## src/rtl/apb_pwm_multi.sv

```systemverilog
// Multi-channel APB PWM: one shared prescaler and period counter, per-channel
// double-buffered duty registers, wrap interrupt, zero-wait APB slave.
module apb_pwm_multi #(
  parameter int NUM_CH = 4,
  parameter int CNT_W  = 16,
  parameter int PRE_W  = 8
) (
  input  logic              pclk_i,
  input  logic              presetn_i,
  input  logic [31:0]       paddr_i,
  input  logic              psel_i,
  input  logic              penable_i,
  input  logic              pwrite_i,
  input  logic [31:0]       pwdata_i,
  input  logic [3:0]        pstrb_i,
  output logic              pready_o,
  output logic [31:0]       prdata_o,
  output logic              pslverr_o,
  output logic [NUM_CH-1:0] pwm_o,
  output logic              irq_o
);

  // APB: an access is psel & penable; pready is tied high, so every access
  // completes in that cycle and writes commit on the closing rising edge.
  logic              acc, err, wr_ok, w1c;
  logic [5:0]        widx, duty_off;
  logic              sel_ctrl, sel_pre, sel_per, sel_stat, sel_cnt, sel_duty;
  logic [31:0]       wmask, ctrl_rd, ctrl_new, rd_data;

  logic [NUM_CH-1:0] en_q;
  logic              irq_en_q, run_q, wrap_q, irq_q;
  logic [PRE_W-1:0]  pre_q, pre_cnt;
  logic [CNT_W-1:0]  per_q, per_sh, cnt_q;
  logic [CNT_W-1:0]  duty_q  [NUM_CH];
  logic [CNT_W-1:0]  duty_sh [NUM_CH];
  logic [NUM_CH-1:0] pwm_q;
  logic              tick, wrap_evt;
  logic              unused_bits;

  function automatic logic [31:0] merge(input logic [31:0] old,
                                        input logic [31:0] wdata,
                                        input logic [31:0] mask);
    return (old & ~mask) | (wdata & mask);
  endfunction

  assign acc      = psel_i & penable_i;
  assign widx     = paddr_i[7:2];
  assign duty_off = widx - 6'd8;
  assign sel_ctrl = (widx == 6'h00);
  assign sel_pre  = (widx == 6'h01);
  assign sel_per  = (widx == 6'h02);
  assign sel_stat = (widx == 6'h03);
  assign sel_cnt  = (widx == 6'h04);
  assign sel_duty = (widx >= 6'd8) && (duty_off < 6'(NUM_CH));

  assign err   = acc & ((paddr_i[1:0] != 2'b00)
                        | ~(sel_ctrl | sel_pre | sel_per | sel_stat | sel_cnt | sel_duty)
                        | (pwrite_i & sel_cnt));
  assign wr_ok = acc & pwrite_i & ~err;
  assign w1c   = wr_ok & sel_stat & pstrb_i[0] & pwdata_i[0];
  assign wmask = {{8{pstrb_i[3]}}, {8{pstrb_i[2]}}, {8{pstrb_i[1]}}, {8{pstrb_i[0]}}};

  always_comb begin
    ctrl_rd             = '0;
    ctrl_rd[NUM_CH-1:0] = en_q;
    ctrl_rd[30]         = irq_en_q;
    ctrl_rd[31]         = run_q;
  end
  assign ctrl_new = merge(ctrl_rd, pwdata_i, wmask);

  always_comb begin
    rd_data = '0;
    if (sel_ctrl) rd_data = ctrl_rd;
    if (sel_pre)  rd_data = 32'(pre_q);
    if (sel_per)  rd_data = 32'(per_q);
    if (sel_stat) rd_data = {31'b0, wrap_q};
    if (sel_cnt)  rd_data = 32'(cnt_q);
    for (int i = 0; i < NUM_CH; i++)
      if (sel_duty && (duty_off == 6'(i))) rd_data = 32'(duty_q[i]);
  end

  assign pready_o  = 1'b1;
  assign pslverr_o = err;
  assign prdata_o  = (acc & ~err) ? rd_data : '0;

  always_ff @(posedge pclk_i or negedge presetn_i) begin
    if (!presetn_i) begin
      en_q     <= '0;
      irq_en_q <= 1'b0;
      run_q    <= 1'b0;
      pre_q    <= '0;
      per_q    <= '0;
      for (int i = 0; i < NUM_CH; i++) duty_q[i] <= '0;
    end else if (wr_ok) begin
      if (sel_ctrl) begin
        en_q     <= ctrl_new[NUM_CH-1:0];
        irq_en_q <= ctrl_new[30];
        run_q    <= ctrl_new[31];
      end
      if (sel_pre) pre_q <= PRE_W'(merge(32'(pre_q), pwdata_i, wmask));
      if (sel_per) per_q <= CNT_W'(merge(32'(per_q), pwdata_i, wmask));
      for (int i = 0; i < NUM_CH; i++)
        if (sel_duty && (duty_off == 6'(i)))
          duty_q[i] <= CNT_W'(merge(32'(duty_q[i]), pwdata_i, wmask));
    end
  end

  // >= rather than == so a PRESCALE lowered mid-run cannot strand the prescaler.
  assign tick     = run_q & (pre_cnt >= pre_q);
  assign wrap_evt = tick & (cnt_q == per_sh);

  always_ff @(posedge pclk_i or negedge presetn_i) begin
    if (!presetn_i) begin
      pre_cnt <= '0;
      cnt_q   <= '0;
      per_sh  <= '0;
      for (int i = 0; i < NUM_CH; i++) duty_sh[i] <= '0;
      wrap_q  <= 1'b0;
      irq_q   <= 1'b0;
      pwm_q   <= '0;
    end else begin
      if (!run_q) begin
        pre_cnt <= '0;
        cnt_q   <= '0;
        per_sh  <= per_q;
        for (int i = 0; i < NUM_CH; i++) duty_sh[i] <= duty_q[i];
      end else begin
        pre_cnt <= tick ? '0 : pre_cnt + PRE_W'(1);
        if (wrap_evt) begin
          cnt_q  <= '0;
          per_sh <= per_q;
          for (int i = 0; i < NUM_CH; i++) duty_sh[i] <= duty_q[i];
        end else if (tick) begin
          cnt_q <= cnt_q + CNT_W'(1);
        end
      end
      // A wrap in the same cycle as a W1C keeps WRAP set.
      if (wrap_evt)  wrap_q <= 1'b1;
      else if (w1c)  wrap_q <= 1'b0;
      irq_q <= wrap_q & irq_en_q;
      for (int i = 0; i < NUM_CH; i++)
        pwm_q[i] <= run_q & en_q[i] & (cnt_q < duty_sh[i]);
    end
  end

  assign pwm_o = pwm_q;
  assign irq_o = irq_q;

  assign unused_bits = &{1'b0, paddr_i[31:8], ctrl_new};

endmodule
```

## config.mk

```make
export PLATFORM = sky130hd
export DESIGN_NAME = apb_pwm_multi
export DESIGN_NICKNAME = d
export VERILOG_FILES = /design/src/rtl/apb_pwm_multi.sv
export SDC_FILE = /design/constraint.sdc
export NUM_CORES = 1
export LEC_CHECK = 0
export CAP_MARGIN = 20
export CELL_PAD_IN_SITES_DETAIL_PLACEMENT = 0
export CELL_PAD_IN_SITES_GLOBAL_PLACEMENT = 1
export CORE_MARGIN = 10
export CORE_UTILIZATION = 46
export CTS_CLUSTER_DIAMETER = 150
export CTS_CLUSTER_SIZE = 24
export DETAILED_ROUTE_END_ITERATION = 10
export PLACE_DENSITY_LB_ADDON = 0.1
export SETUP_SLACK_MARGIN = 0.3
export SLEW_MARGIN = 25
export SYNTH_ARGS = -nofsm -noshare
export SYNTH_HDL_FRONTEND = slang
export SYNTH_SLANG_ARGS = --single-unit
```

## constraint.sdc

```tcl
create_clock -name pclk_i -period 3.6 [get_ports pclk_i]
set_clock_uncertainty 0.05 [all_clocks]
set_input_delay 0.9 -clock pclk_i [delete_from_list [all_inputs] [get_ports pclk_i]]
set_output_delay 0.9 -clock pclk_i [all_outputs]
set_load 0.05 [all_outputs]
```

==> results by stage, run 1 <==
Finish:
- The post-route core utilization is 0.5720.
- The final antenna diode count is 0.
- Summing all non-filler instances in the final layout gives an area of around 13,000 µm².
- Of the cells placed in the final design, the portion with a size suffix greater than 1 is 0.3468.
- For this run, the post-layout net count is around 1,200.
- Fill cells in the final layout number 2,055.
- The area growth from synthesis to layout is 23.04%.

Critical path:
- In this design, the stage delay of the slowest critical-path cell is 0.53 ns.
- Traced cell by cell, the critical path runs through buf_6 -> buf_8 -> or4_4 -> nor3b_4 -> a222oi_1 -> a21boi_1 -> o221ai_2 -> a31oi_4 -> buf_6.
- The element type at the critical path end is an output pin.
- The worst register-to-register path has a setup slack of ~0.87 ns.
- The worst setup path is of the input pin to output pin kind.
- At the worst endpoint, the required time is 2.65 ns.
- On the critical path, the stage with the largest delay is an instance of sky130_fd_sc_hd__or4_4.
- The kind of cell with the highest combined delay along the critical path is simple AND/OR/NAND/NOR gates.
- Of all nets on the critical path, the largest fanout is 5.
- The kind of launch point of the worst setup path is an input pin.
- Together, buffers and inverters on the worst path number 3.
- Counting stages on the worst path, the most repeated cell is sky130_fd_sc_hd__buf_6.
- The data arrival time of the critical path is 2.82 ns.

Routing:
- After the first detailed-routing iteration, the DRC count stood at roughly 480.
- Using the TritonRoute via totals, the vias-per-cell ratio works out to 5.445.
- The wire length per cell after detailed routing is about 21 µm.
- The length of the first detailed-routing pass in iterations is 5.
- The detail route stage leaves a number of antenna-violating nets equal to 0.
- The detailed-route DRC error count is 0.
- For this block, the routed nets add up to 29.43 mm of wire.
- The total vias in the final route is 7,530.

Pwr:
- The sequential power share is 0.571.
- For this design the total switching power over the nets is 965.9 µW.
- The internal power consumption is 3.051 mW.
- The relative contribution of combinational cells to total power is 0.068.
- The fraction of power spent switching nets is 0.2404.
- IR analysis of the VDD net gives a maximum drop of 0.0003547 V.
- For this design the ratio of total power to cell area is 300.1 nW/µm².
- The relative contribution of the clock network to total power is 0.361.
- The leakage power of the design is 6.263 nW.

Timing:
- The fmax is about 270 MHz.
- Setup slack on the critical path of the routed design comes to -0.1670 ns.
- The total negative setup slack is -1.528 ns.
- The worst hold-check slack is 0.4121 ns.
- In this run the tightest slew margin relative to its limit is 0.5271.
- Of the available clock period, the critical path in the final layout requires 1.046.
- The shortest period the worst path allows is 3.767 ns.
- The max-slew violation count is 0.
- Setup repair after global routing could not meet its margin everywhere.
- The count of endpoints failing setup in the final report is 18.
- The number of failing hold endpoints at the final stage came to 0.
- The measured slew at the worst slew-check pin is around 0.71 ns.

Outcome:
- The final reports fail on setup timing.
- The run finished, with violations left.

Clocking:
- The clock-pin slew of the registers on the worst-case setup and hold paths is 0.10 ns.
- Clock latency on the worst-skew pair, taken at its later pin, is roughly 0.49 ns.
- The clock drives 204 sinks.
- CTS built an H-tree with a depth of 1.
- The cell at the root of the clock tree is sky130_fd_sc_hd__clkbuf_16.
- The maximum buffer depth of the clock tree is 3.
- The CTS tree is done.
- The total clock buffers created by CTS is 12.

Place:
- The count of buffers inserted at the top-level ports is 57.
- At the placement stage, the worst setup path has a slack of -0.5935 ns.
- Once detailed placement completed, the half-perimeter wirelength came to 21.75 mm.
- The post-detailed-placement cell area is 12,720 µm².
- At the end of routability-driven placement, the weighted congestion stood at 0.8359.

Global routing:
- Entering global routing, the biggest net connects 84 pins.
- The residual overflow from global routing is 0.
- The first global-routing pass estimated ~46 mm of wire.
- The initial antenna violation count was 0.
- In the global route stage, overall resource usage came out at 0.1936.
- The via count of the first global-routing pass is 7,741.

Synth:
- After synthesis the cells add up to 10,880 µm².
- After technology mapping, the gate count stands at a little over 900.
- The largest area contributor in the netlist is sky130_fd_sc_hd__dfrtp_1.
- A synthesized cell averages around 12 µm².
- The share of the Yosys chip area taken by registers is 0.4692.
- Yosys printed 0 warnings.
- After synthesis, the netlist uses 59 different library cells.
- By instance count, the leading cell after synthesis is sky130_fd_sc_hd__dfrtp_1.
- The number of synthesized flops with an enable pin is 0.
- The predominant post-synthesis flop cell is sky130_fd_sc_hd__dfrtp_1.
- Of all flip-flops after synthesis, the portion carrying an async set or reset was 1.000.
- The proportion of netlist area held by the largest area contributor is 0.4692.
- By count the netlist is led by sky130_fd_sc_hd__dfrtp_1 (204), sky130_fd_sc_hd__mux2_2 (170), sky130_fd_sc_hd__inv_1 (80), sky130_fd_sc_hd__ha_1 (71), sky130_fd_sc_hd__nor2_1 (42).
- By area the synthesized netlist is led by sky130_fd_sc_hd__dfrtp_1 (47%), sky130_fd_sc_hd__mux2_2 (18%), sky130_fd_sc_hd__ha_1 (8.2%).
- The register bit total from synthesis is 204.

Die:
- The overall die width is 173.8 µm.
- The die covers 30,200 µm².
- The effective utilization at floorplan is 0.4649.
- The total core area is roughly 23,000 µm².
- approximately 110 I/O pins were placed.
- The overall die height is between 150 and 200 µm.
- After floorplanning, the core was divided into 56 placement rows.

Worst hold path:
- The worst hold path belongs to the class input pin to async pin.

Run:
- The tool flagged a number of max-cap violations equal to 0.
final timing paths:
check,end,depth (start not counted),from
worst max-delay path,prdata_o[6],9,paddr_i[6]
min in group pclk_i,duty_sh[58]$_DFFE_PN0P_,1,duty_sh[58]$_DFFE_PN0P_
worst max register to register,duty_sh[59]$_DFFE_PN0P_,9,flip-flop
worst min register to register,duty_sh[58]$_DFFE_PN0P_,1,duty_sh[58]$_DFFE_PN0P_
max in group asynchronous,duty_sh[8]$_DFFE_PN0P_,2,presetn_i
worst min-delay path,pre_cnt[0]$_DFF_PN0_,1,presetn_i
final cells by class:
type	instances	area (µm²)	share of cell area
Clock inverter	1	16.27	0.001215
Multi-Input combinational cell	607	5537	0.4136
Inverter	80	317.8	0.02374
Tap cell	319	399.1	0.02982
Timing Repair Buffer	159	1685	0.1259
Clock buffer	13	325.3	0.02430
Sequential cell	204	5105	0.3814
placed cells by master (no fill, tap or decap), types with 7 or more instances in the layout:
cell type | netlist | routed
sky130_fd_sc_hd__dfrtp_1 | 204 | 204
sky130_fd_sc_hd__mux2_2 | 170 | 170
sky130_fd_sc_hd__buf_4 | 17 | 79
sky130_fd_sc_hd__inv_1 | 80 | 78
sky130_fd_sc_hd__ha_1 | 71 | 70
sky130_fd_sc_hd__nor2_1 | 42 | 33
sky130_fd_sc_hd__nand2_1 | 32 | 31
sky130_fd_sc_hd__clkdlybuf4s50_1 | 0 | 31
sky130_fd_sc_hd__o21ai_0 | 31 | 29
sky130_fd_sc_hd__buf_12 | 0 | 28
sky130_fd_sc_hd__a21oi_1 | 29 | 26
sky130_fd_sc_hd__xnor2_1 | 20 | 19
sky130_fd_sc_hd__nand4_1 | 17 | 17
sky130_fd_sc_hd__conb_1 | 2 | 15
sky130_fd_sc_hd__nand3_1 | 14 | 13
sky130_fd_sc_hd__a21o_1 | 13 | 13
sky130_fd_sc_hd__clkbuf_16 | 0 | 13
sky130_fd_sc_hd__buf_6 | 7 | 13
sky130_fd_sc_hd__xor2_1 | 12 | 12
sky130_fd_sc_hd__a222oi_1 | 12 | 12
sky130_fd_sc_hd__nand2b_1 | 8 | 8
sky130_fd_sc_hd__o211ai_1 | 8 | 8
sky130_fd_sc_hd__mux2_1 | 8 | 8
sky130_fd_sc_hd__and3_1 | 8 | 7
what timing repair did:
| action | in CTS | in global routing |
|---|---|---|
| gates resized for setup | 51 | 6 |
| cloned | 1 | 0 |
| hold buffers | 0 | 0 |
| pin swaps | 24 | 17 |
| setup endpoints to repair | 19 | 19 |
| buffers inserted | 8 | 10 |
per-stage QoR:
stage	instances	power, mW
final	1383	4.017
after global placement	1350	2.590
after CTS	1373	4.055
after detailed placement	1350	2.590
after global routing	1383	4.165
after floorplan	940	2.443
metal layers:
layer | track usage | share of wire | vias to the layer above
met1 | 0.2854 | 0.49 | 3842
met3 | 0.01982 | 0.035 | 22
met4 | 0.03527 | 0.013 | 0
met5 | 0 | 0 | -
met2 | 0.3031 | 0.46 | 110
li1 | - | - | 3556
cells by family after synthesis:
kind of cell	synth area share
simple gates	0.08304
flops	0.4692
fa+ha+maj	0.08166
xor+xnor	0.02576
mux	0.2022
buf+inv	0.05670
compound gates	0.08074
other cells	0.0006903
power by group through the flow:
stage	Clock, mW	Sequential (mW)	Combinational, mW
after floorplan	0	2.34	0.103
after global placement	0	2.34	0.250
after detailed placement	0	2.34	0.250
after CTS	1.50	2.29	0.265
after global routing	1.57	2.30	0.295
final	1.45	2.29	0.274
Note: power is estimated with default switching activity, not from simulation.
==> run 2, diff against run 1 <==
CORE_UTILIZATION = 42   (was 46)
clock period = 3.4 ns   (was 3.6 ns; I/O delays follow)
==> results by stage, run 2 (synthesis results as in run 1) <==
Critical path:
- Data on the critical path is required at its endpoint by 2.50 ns.
- The kind of launch point of the worst setup path is an input pin.
- The worst register-to-register path ends at duty_sh[16]$_DFFE_PN0P_.
- The setup check on the worst reg-to-reg path leaves a slack of 0.69 ns.
- The depth of the worst register-to-register path is 7.
- The biggest fanout along the worst timing path is 7.
- In this run the critical register-to-register path is launched from cnt_q[4]$_DFFE_PN0P_.
- The element type at the critical path end is an output pin.
- The data arrival time of the critical path is 2.73 ns.
- The class of the most critical setup path is input pin to output pin.

Global routing:
- Entering global routing, the biggest net connects 76 pins.
- The via count of the first global-routing pass was 7,805.
- The first global-routing pass estimated 46.35 mm of wire.
- The initial antenna violation count is 0.
- After global routing the overflow that remains totals 0.
- The global routing usage summed across all routing layers is 0.1769.

Clocking:
- The number of hold buffers added after CTS was 0.
- The maximum buffer depth of the clock tree is 3.
- In this run, CTS created clock tree buffers numbering 12.
- Clock-pin slew was measured on the worst setup and hold paths at 0.10 ns.
- In this run the number of H-tree levels came out at 1.
- The TritonCTS sink count is 204.
- Clock latency on the worst-skew pair, taken at its later pin, is approximately 0.48 ns.
- Clock tree synthesis selected as its root buffer the cell sky130_fd_sc_hd__clkbuf_16.
- The CTS tree is done.

Timing:
- The max-slew violation count is 0.
- Setup repair after global routing could not meet its margin everywhere.
- Once routing completed, OpenROAD measured the worst setup slack at -0.2258 ns.
- Derived from the worst setup path, the maximum achievable clock frequency is 275.8 MHz.
- The ratio of final minimum period to clock period is 1.066.
- The shortest period the worst path allows is 3.626 ns.
- For the pin with the worst max-slew slack, the measured transition is 0.6446 ns.
- The number of failing hold endpoints at the final stage is 0.
- The tightest slew margin relative to the limit is 0.5703.
- Setup violations remaining at the end of the flow were counted as 18.

Place:
- At the end of routability-driven placement, the weighted congestion stood at between 0.8 and 0.9.
- Summed over all nets, the half-perimeter wirelength after detailed placement is 22.09 mm.
- The count of buffers inserted at the top-level ports is 57.

Pwr:
- In this run the static leakage power is 6.273 nW.
- Across the VDD grid, the largest voltage drop is 0.0002336 V.
- The relative contribution of the clock network to total power is 0.358.
- In this run the power spent charging and discharging nets is approximately 1 mW.
- The relative contribution of combinational cells to total power is 0.068.
- The internal portion of the total power is around 3.2 mW.
- Of the total power, the share spent switching nets is 0.2373.
- For this design the ratio of total power to cell area is 315.3 nW/µm².
- The final total power is 4.235 mW.
- The sequential power share is 0.574.

Finish:
- The number of fill cells is approximately 2,200.
- The most common cell after layout, fill and taps aside is sky130_fd_sc_hd__dfrtp_1.
- In the layout the commonest cells are sky130_fd_sc_hd__dfrtp_1 (204), sky130_fd_sc_hd__mux2_2 (170), sky130_fd_sc_hd__inv_1 (78).
- For this run, the share of the core covered by cells in the final layout is 0.5303.
- The area growth from synthesis to layout is 23.46%.
- After the last flow step, the layout net total stands at roughly 1,200.
- Of the cells placed in the final design, the portion with a size suffix greater than 1 is 0.3506.
- 0 antenna diodes ended up in the layout.

Routing:
- The count of nets left with antenna violations once routing finished came out at 0.
- After detailed routing, the average wire length per cell comes to between 20 and 25 µm.
- The routed layout has 7,508 vias.
- The total met3 wirelength after detailed routing is 1.493 mm.
- After detailed routing, the number of vias per cell comes to 5.398.
- After detailed routing, the wire length on met1 is about 14 mm.
- The uppermost signal routing layer after detailed routing is met4.
- The violation count after the first detailed-route iteration is 551.
- After detailed routing, the met2 layer carries 13.40 mm of wire.
- The length of the first detailed-routing pass in iterations is 5.
- In the routed design, unresolved DRC markers number 0.
- Summed over all layers, the routed wires come to between 20 and 30 mm.

Die:
- The total core area is 25,330 µm².
- Measured along the x axis, the die boundary spans 180.9 µm.
- The number of rows created at floorplan is 58.
- The die covers about 33,000 µm².
- The number of primary I/O pins is 112.
- The effective utilization at floorplan is 0.4296.
- The overall die height is roughly 180 µm.

Outcome:
- The final reports fail on setup timing.
- The run finished, with violations left.

Run:
- Across the run, the number of max-cap violations was 0.

Worst hold path:
- The class of the worst hold path is input pin to async pin.
==> run 2: changes by cell type in the layout (fill, tap and decap cells not counted), moves of 2 or more <==
cell	change
sky130_fd_sc_hd__a21oi_1	-3
sky130_fd_sc_hd__a21oi_2	+2
sky130_fd_sc_hd__buf_2	-2
sky130_fd_sc_hd__buf_4	-7
sky130_fd_sc_hd__buf_6	+6
sky130_fd_sc_hd__o21ai_0	-2
sky130_fd_sc_hd__o22ai_1	-2
==> run 2: power groups by stage <==
stage               combinational (mW)  clock, mW  sequential [mW]
floorplan                        0.110          0             2.48
detailed placement               0.263          0             2.48
global placement                 0.263          0             2.48
finish                           0.289       1.52             2.43
CTS                              0.286       1.57             2.43
global route                     0.312       1.65             2.43
==> run 2: how the worst max path moves through the flow <==
stage / cells after the start / to / slack [ns] / startpoint
after floorplan: 6 / prdata_o[4] / 0.01 / paddr_i[6]
after global placement: 9 / prdata_o[4] / -0.69 / paddr_i[6]
after detailed placement: 9 / prdata_o[4] / -0.70 / paddr_i[6]
after CTS: 9 / prdata_o[5] / -0.26 / paddr_i[6]
after global routing: 14 / prdata_o[8] / -0.33 / paddr_i[6]
final: 14 / prdata_o[8] / -0.23 / paddr_i[6]
==> run 2: worst max-delay path: stages <==
cell and delay, ns:
sky130_fd_sc_hd__buf_6 0.09, sky130_fd_sc_hd__buf_6 0.11, sky130_fd_sc_hd__buf_12 0.12, sky130_fd_sc_hd__inv_12 0.04
sky130_fd_sc_hd__ha_4 0.12, sky130_fd_sc_hd__xnor2_2 0.11, sky130_fd_sc_hd__buf_4 0.14, sky130_fd_sc_hd__a31oi_4 0.09
sky130_fd_sc_hd__o2bb2ai_4 0.16, sky130_fd_sc_hd__nand4_1 0.14, sky130_fd_sc_hd__buf_6 0.15, sky130_fd_sc_hd__buf_12 0.15
sky130_fd_sc_hd__nor3_4 0.27, sky130_fd_sc_hd__buf_12 0.17
==> run 2: metrics by stage <==
stage	area (µm²)	hold slack (ns)	setup TNS [ns]	setup slack, ns	cells
finish	13430	0.3424	-3.033	-0.2258	1391
global route	13430	0.3786	-4.879	-0.3261	1391
CTS	13350	0.3640	-2.982	-0.2618	1387
detailed placement	12710	0.4291	-10.78	-0.7030	1357
global placement	12710	0.4178	-11.09	-0.6918	1357
floorplan	11190	0.4036	0	0.01355	940
==> run 2: layer usage <==
layer	vias to the layer above	global-route usage
li1	3553	-
met1	3790	0.2549
met2	145	0.2780
met3	20	0.02438
met4	0	0.03384
met5	-	0
==> run 2: area by class of cell <==
| type | count | area, µm² | share of cell area |
|---|---|---|---|
| Multi-Input combinational cell | 607 | 5573 | 0.4149 |
| Sequential cell | 204 | 5105 | 0.3801 |
| Timing Repair Buffer | 156 | 1682 | 0.1252 |
| Tap cell | 330 | 412.9 | 0.03074 |
| Clock buffer | 13 | 325.3 | 0.02422 |
| Inverter | 80 | 317.8 | 0.02366 |
| Clock inverter | 1 | 16.27 | 0.001211 |
==> run 2: repair_timing <==
item                       in CTS  in global routing
setup buffers                  16                  4
resized for setup              60                 10
pin swaps                      34                 18
setup endpoints to repair      19                 19
==> run 3, diff against run 2 <==
--- a/config.mk
+++ b/config.mk
@@ -15,2 +15,3 @@
 export DETAILED_ROUTE_END_ITERATION = 10
+export GPL_ROUTABILITY_DRIVEN = 0
 export PLACE_DENSITY_LB_ADDON = 0.1
==> constraint.sdc (replaced) <==
create_clock -name pclk_i -period 3.4 [get_ports pclk_i]
set_clock_uncertainty 0.05 [all_clocks]
set_input_delay 0.51 -clock pclk_i [delete_from_list [all_inputs] [get_ports pclk_i]]
set_output_delay 0.51 -clock pclk_i [all_outputs]
set_load 0.05 [all_outputs]
==> results by stage, run 3 (synthesis results as in run 1) <==
Outcome:
- The flow ran to the end, and the final reports show no timing, DRC or antenna violations.

Critical path:
- By startpoint and endpoint, the worst setup path is classified as input pin to output pin.
- Walking the worst path, the cells encountered are clkbuf_2 -> or4_4 -> nor3b_4 -> a222oi_1 -> buf_4 -> a21boi_2 -> o221ai_2 -> a31oi_4 -> buf_12.
- The worst setup path is launched from an input pin.
- The data arrival time of the critical path is ~2.5 ns.
- Along the worst path, the maximum fanout reaches 5.
- Data on the critical path is required at its endpoint by 2.84 ns.
- The element type at the critical path end is an output pin.
- The largest single stage delay on the critical path is 0.57 ns.
- Among all stages on the critical path, the largest delay is contributed by sky130_fd_sc_hd__or4_4.

Global routing:
- The largest net degree at the start of global routing is 93.
- The global routing usage summed across all routing layers is 0.1756.
- The residual overflow from global routing is 0.
- The first global-routing pass estimated 45.72 mm of wire.
- The initial antenna violation count is 0.
- The via count of the first global-routing pass is 7,646.

Finish:
- The top cell types in the final layout, fill and taps aside, are sky130_fd_sc_hd__dfrtp_1 (204), sky130_fd_sc_hd__mux2_2 (170), sky130_fd_sc_hd__inv_1 (80).
- Fill cells in the final layout number between 2,000 and 2,500.
- The number of antenna diodes in the final layout is 0.
- Of the cells placed in the final design, the portion with a size suffix greater than 1 is 0.2971.
- Summing all multi-input logic gate instances after layout gives 5325 µm².
- The most common cell after layout, fill and taps aside is sky130_fd_sc_hd__dfrtp_1.
- For this run, the post-layout net count is 1,164.
- The area growth from synthesis to layout is 16.98%.
- The filler-free cell count of the finished design is 1,350.
- The storage element area is a little over 5000 µm².

Clocking:
- The cell at the root of the clock tree is sky130_fd_sc_hd__clkbuf_16.
- In this run the number of H-tree levels came out at 1.
- The clock passes through at most 3 buffers.
- Buffers inserted during clock tree synthesis total 12.
- TritonCTS built the clock tree.
- The clock-pin slew of the registers on the worst-case setup and hold paths is approximately 0.10 ns.
- Clock tree synthesis found a total of 204 sinks.
- After clock tree synthesis, the flow added hold-fix buffers numbering 0.
- The source-to-sink clock delay at the later pin of the worst-skew pair is 0.48 ns.

Routing:
- The detailed-route DRC error count is 0.
- The violation count after the first detailed-route iteration is 434.
- The mean number of vias per cell is ~5.4.
- The wire length per cell after detailed routing is 21.50 µm.
- The routed design has 29.02 mm of wire.
- The final route contains about 7,300 vias.
- The detail route stage leaves a number of antenna-violating nets equal to 0.
- The length of the first detailed-routing pass in iterations is 8.

Timing:
- The fmax is around 330 MHz.
- On the final layout, the worst hold slack is 0.05267 ns.
- At the pin with the least slew margin, the transition time is approximately 0.77 ns.
- The max-slew violation count is 0.
- Setup repair after global routing left no endpoint under its margin.
- The number of failing hold endpoints at the final stage was 0.
- Subtracting the final worst setup slack from the clock period gives slightly above 3 ns.
- In the finished design, the share of the clock period the worst path needs comes to 0.8898.
- Setup violations remaining at the end of the flow were counted as 0.
- In this run the tightest slew margin relative to its limit is 0.4850.

Die:
- Pin placement for this block handled about 110 I/O pins.
- The die is 180.9 µm tall.
- The floorplan step defined a core boundary enclosing 25,330 µm².
- The die footprint is 32,740 µm².
- The overall die width is 180.9 µm.
- After floorplanning, the core was divided into 58 placement rows.
- The effective utilization at floorplan is 0.4296.

Pwr:
- Power comes to 4.186 mW.
- For this design the static power due to leakage is 5.990 nW.
- Dividing total power by cell area gives a power density of 328.9 nW/µm².
- The worst-case IR drop observed on VDD is 0.0002724 V.

Worst hold path:
- The class of the worst hold path is input pin to async pin.

Place:
- The number of cells after detailed placement is 1,329.
- In this run the tool buffered the top-level ports with 57 buffer cells.
- The detailed placer's ending HPWL is 21.69 mm.

Run:
- Across the run, the number of max-cap violations was 0.
-- run 3: cell count changes in the layout (fill, tap and decap cells not counted), moves of 4 or more --
cell,delta
sky130_fd_sc_hd__buf_12,-5
sky130_fd_sc_hd__o22ai_1,+4
sky130_fd_sc_hd__nor3_2,+4
sky130_fd_sc_hd__buf_4,-18
sky130_fd_sc_hd__o21ai_0,+4
sky130_fd_sc_hd__nor2_1,+8
sky130_fd_sc_hd__nor3_4,-5
sky130_fd_sc_hd__a21oi_1,+4
sky130_fd_sc_hd__nor2_4,-7
sky130_fd_sc_hd__buf_6,-19
-- run 3: layer usage --
layer / track usage / routed length [µm] / share of wire
met1: 0.2499 / 14190 / 0.49
met2: 0.2801 / 13250 / 0.46
met3: 0.02517 / 1176 / 0.041
met4: 0.03157 / 404 / 0.014
met5: 0 / 0 / 0
-- run 3: final timing paths --
check	from	to	slack, ns	cells past startpoint
max	paddr_i[5]	prdata_o[6]	0.37	9
max in group asynchronous	presetn_i	duty_sh[16]$_DFFE_PN0P_	2.33	2
min reg2reg	duty_sh[58]$_DFFE_PN0P_	duty_sh[58]$_DFFE_PN0P_	0.45	1
min in group pclk_i	duty_sh[58]$_DFFE_PN0P_	duty_sh[58]$_DFFE_PN0P_	0.45	1
min	presetn_i	pre_cnt[0]$_DFF_PN0_	0.05	1
max reg2reg	cnt_q[8]$_DFFE_PN0P_	duty_sh[0]$_DFFE_PN0P_	0.62	7
-- run 3: cell type report --
class                   instances  area share
multi-input cells             607      0.4184
flip-flops and latches        204      0.4011
repair buffers                115     0.09753
well taps                     330     0.03245
clock buffers                  13     0.02556
inverters                      80     0.02360
clock inverters                 1    0.001278
-- run 3: report_power, final --
group	internal [mW]	switching (mW)
sequential	2.43	0.00210
combinational	0.0795	0.166
clock	0.695	0.816
total	3.20	0.984
-- run 3: per-stage QoR --
step	cell area (µm²)	setup slack, ns	utilization	TNS (ns)
final	12730	0.3746	0.5025	0
after global routing	12730	0.3094	0.5025	0
after CTS	12740	0.3101	0.5030	0
after detailed placement	12260	-0.02567	0.4841	-0.04646
after global placement	12260	-0.01886	0.4841	-0.04666
after floorplan	10970	0.1191	-	0
-- run 3: critical path, delay by kind of cell --
kind            cells  cell delay (ns)
compound gates      4             0.65
buf+inv             3             0.42
simple gates        2             0.88
-- run 3: what timing repair did --
item	in CTS	in global routing
setup endpoints to repair	18	8
gates resized for setup	22	8
pin swaps	16	10
buffers inserted	6	0
cloned	1	0
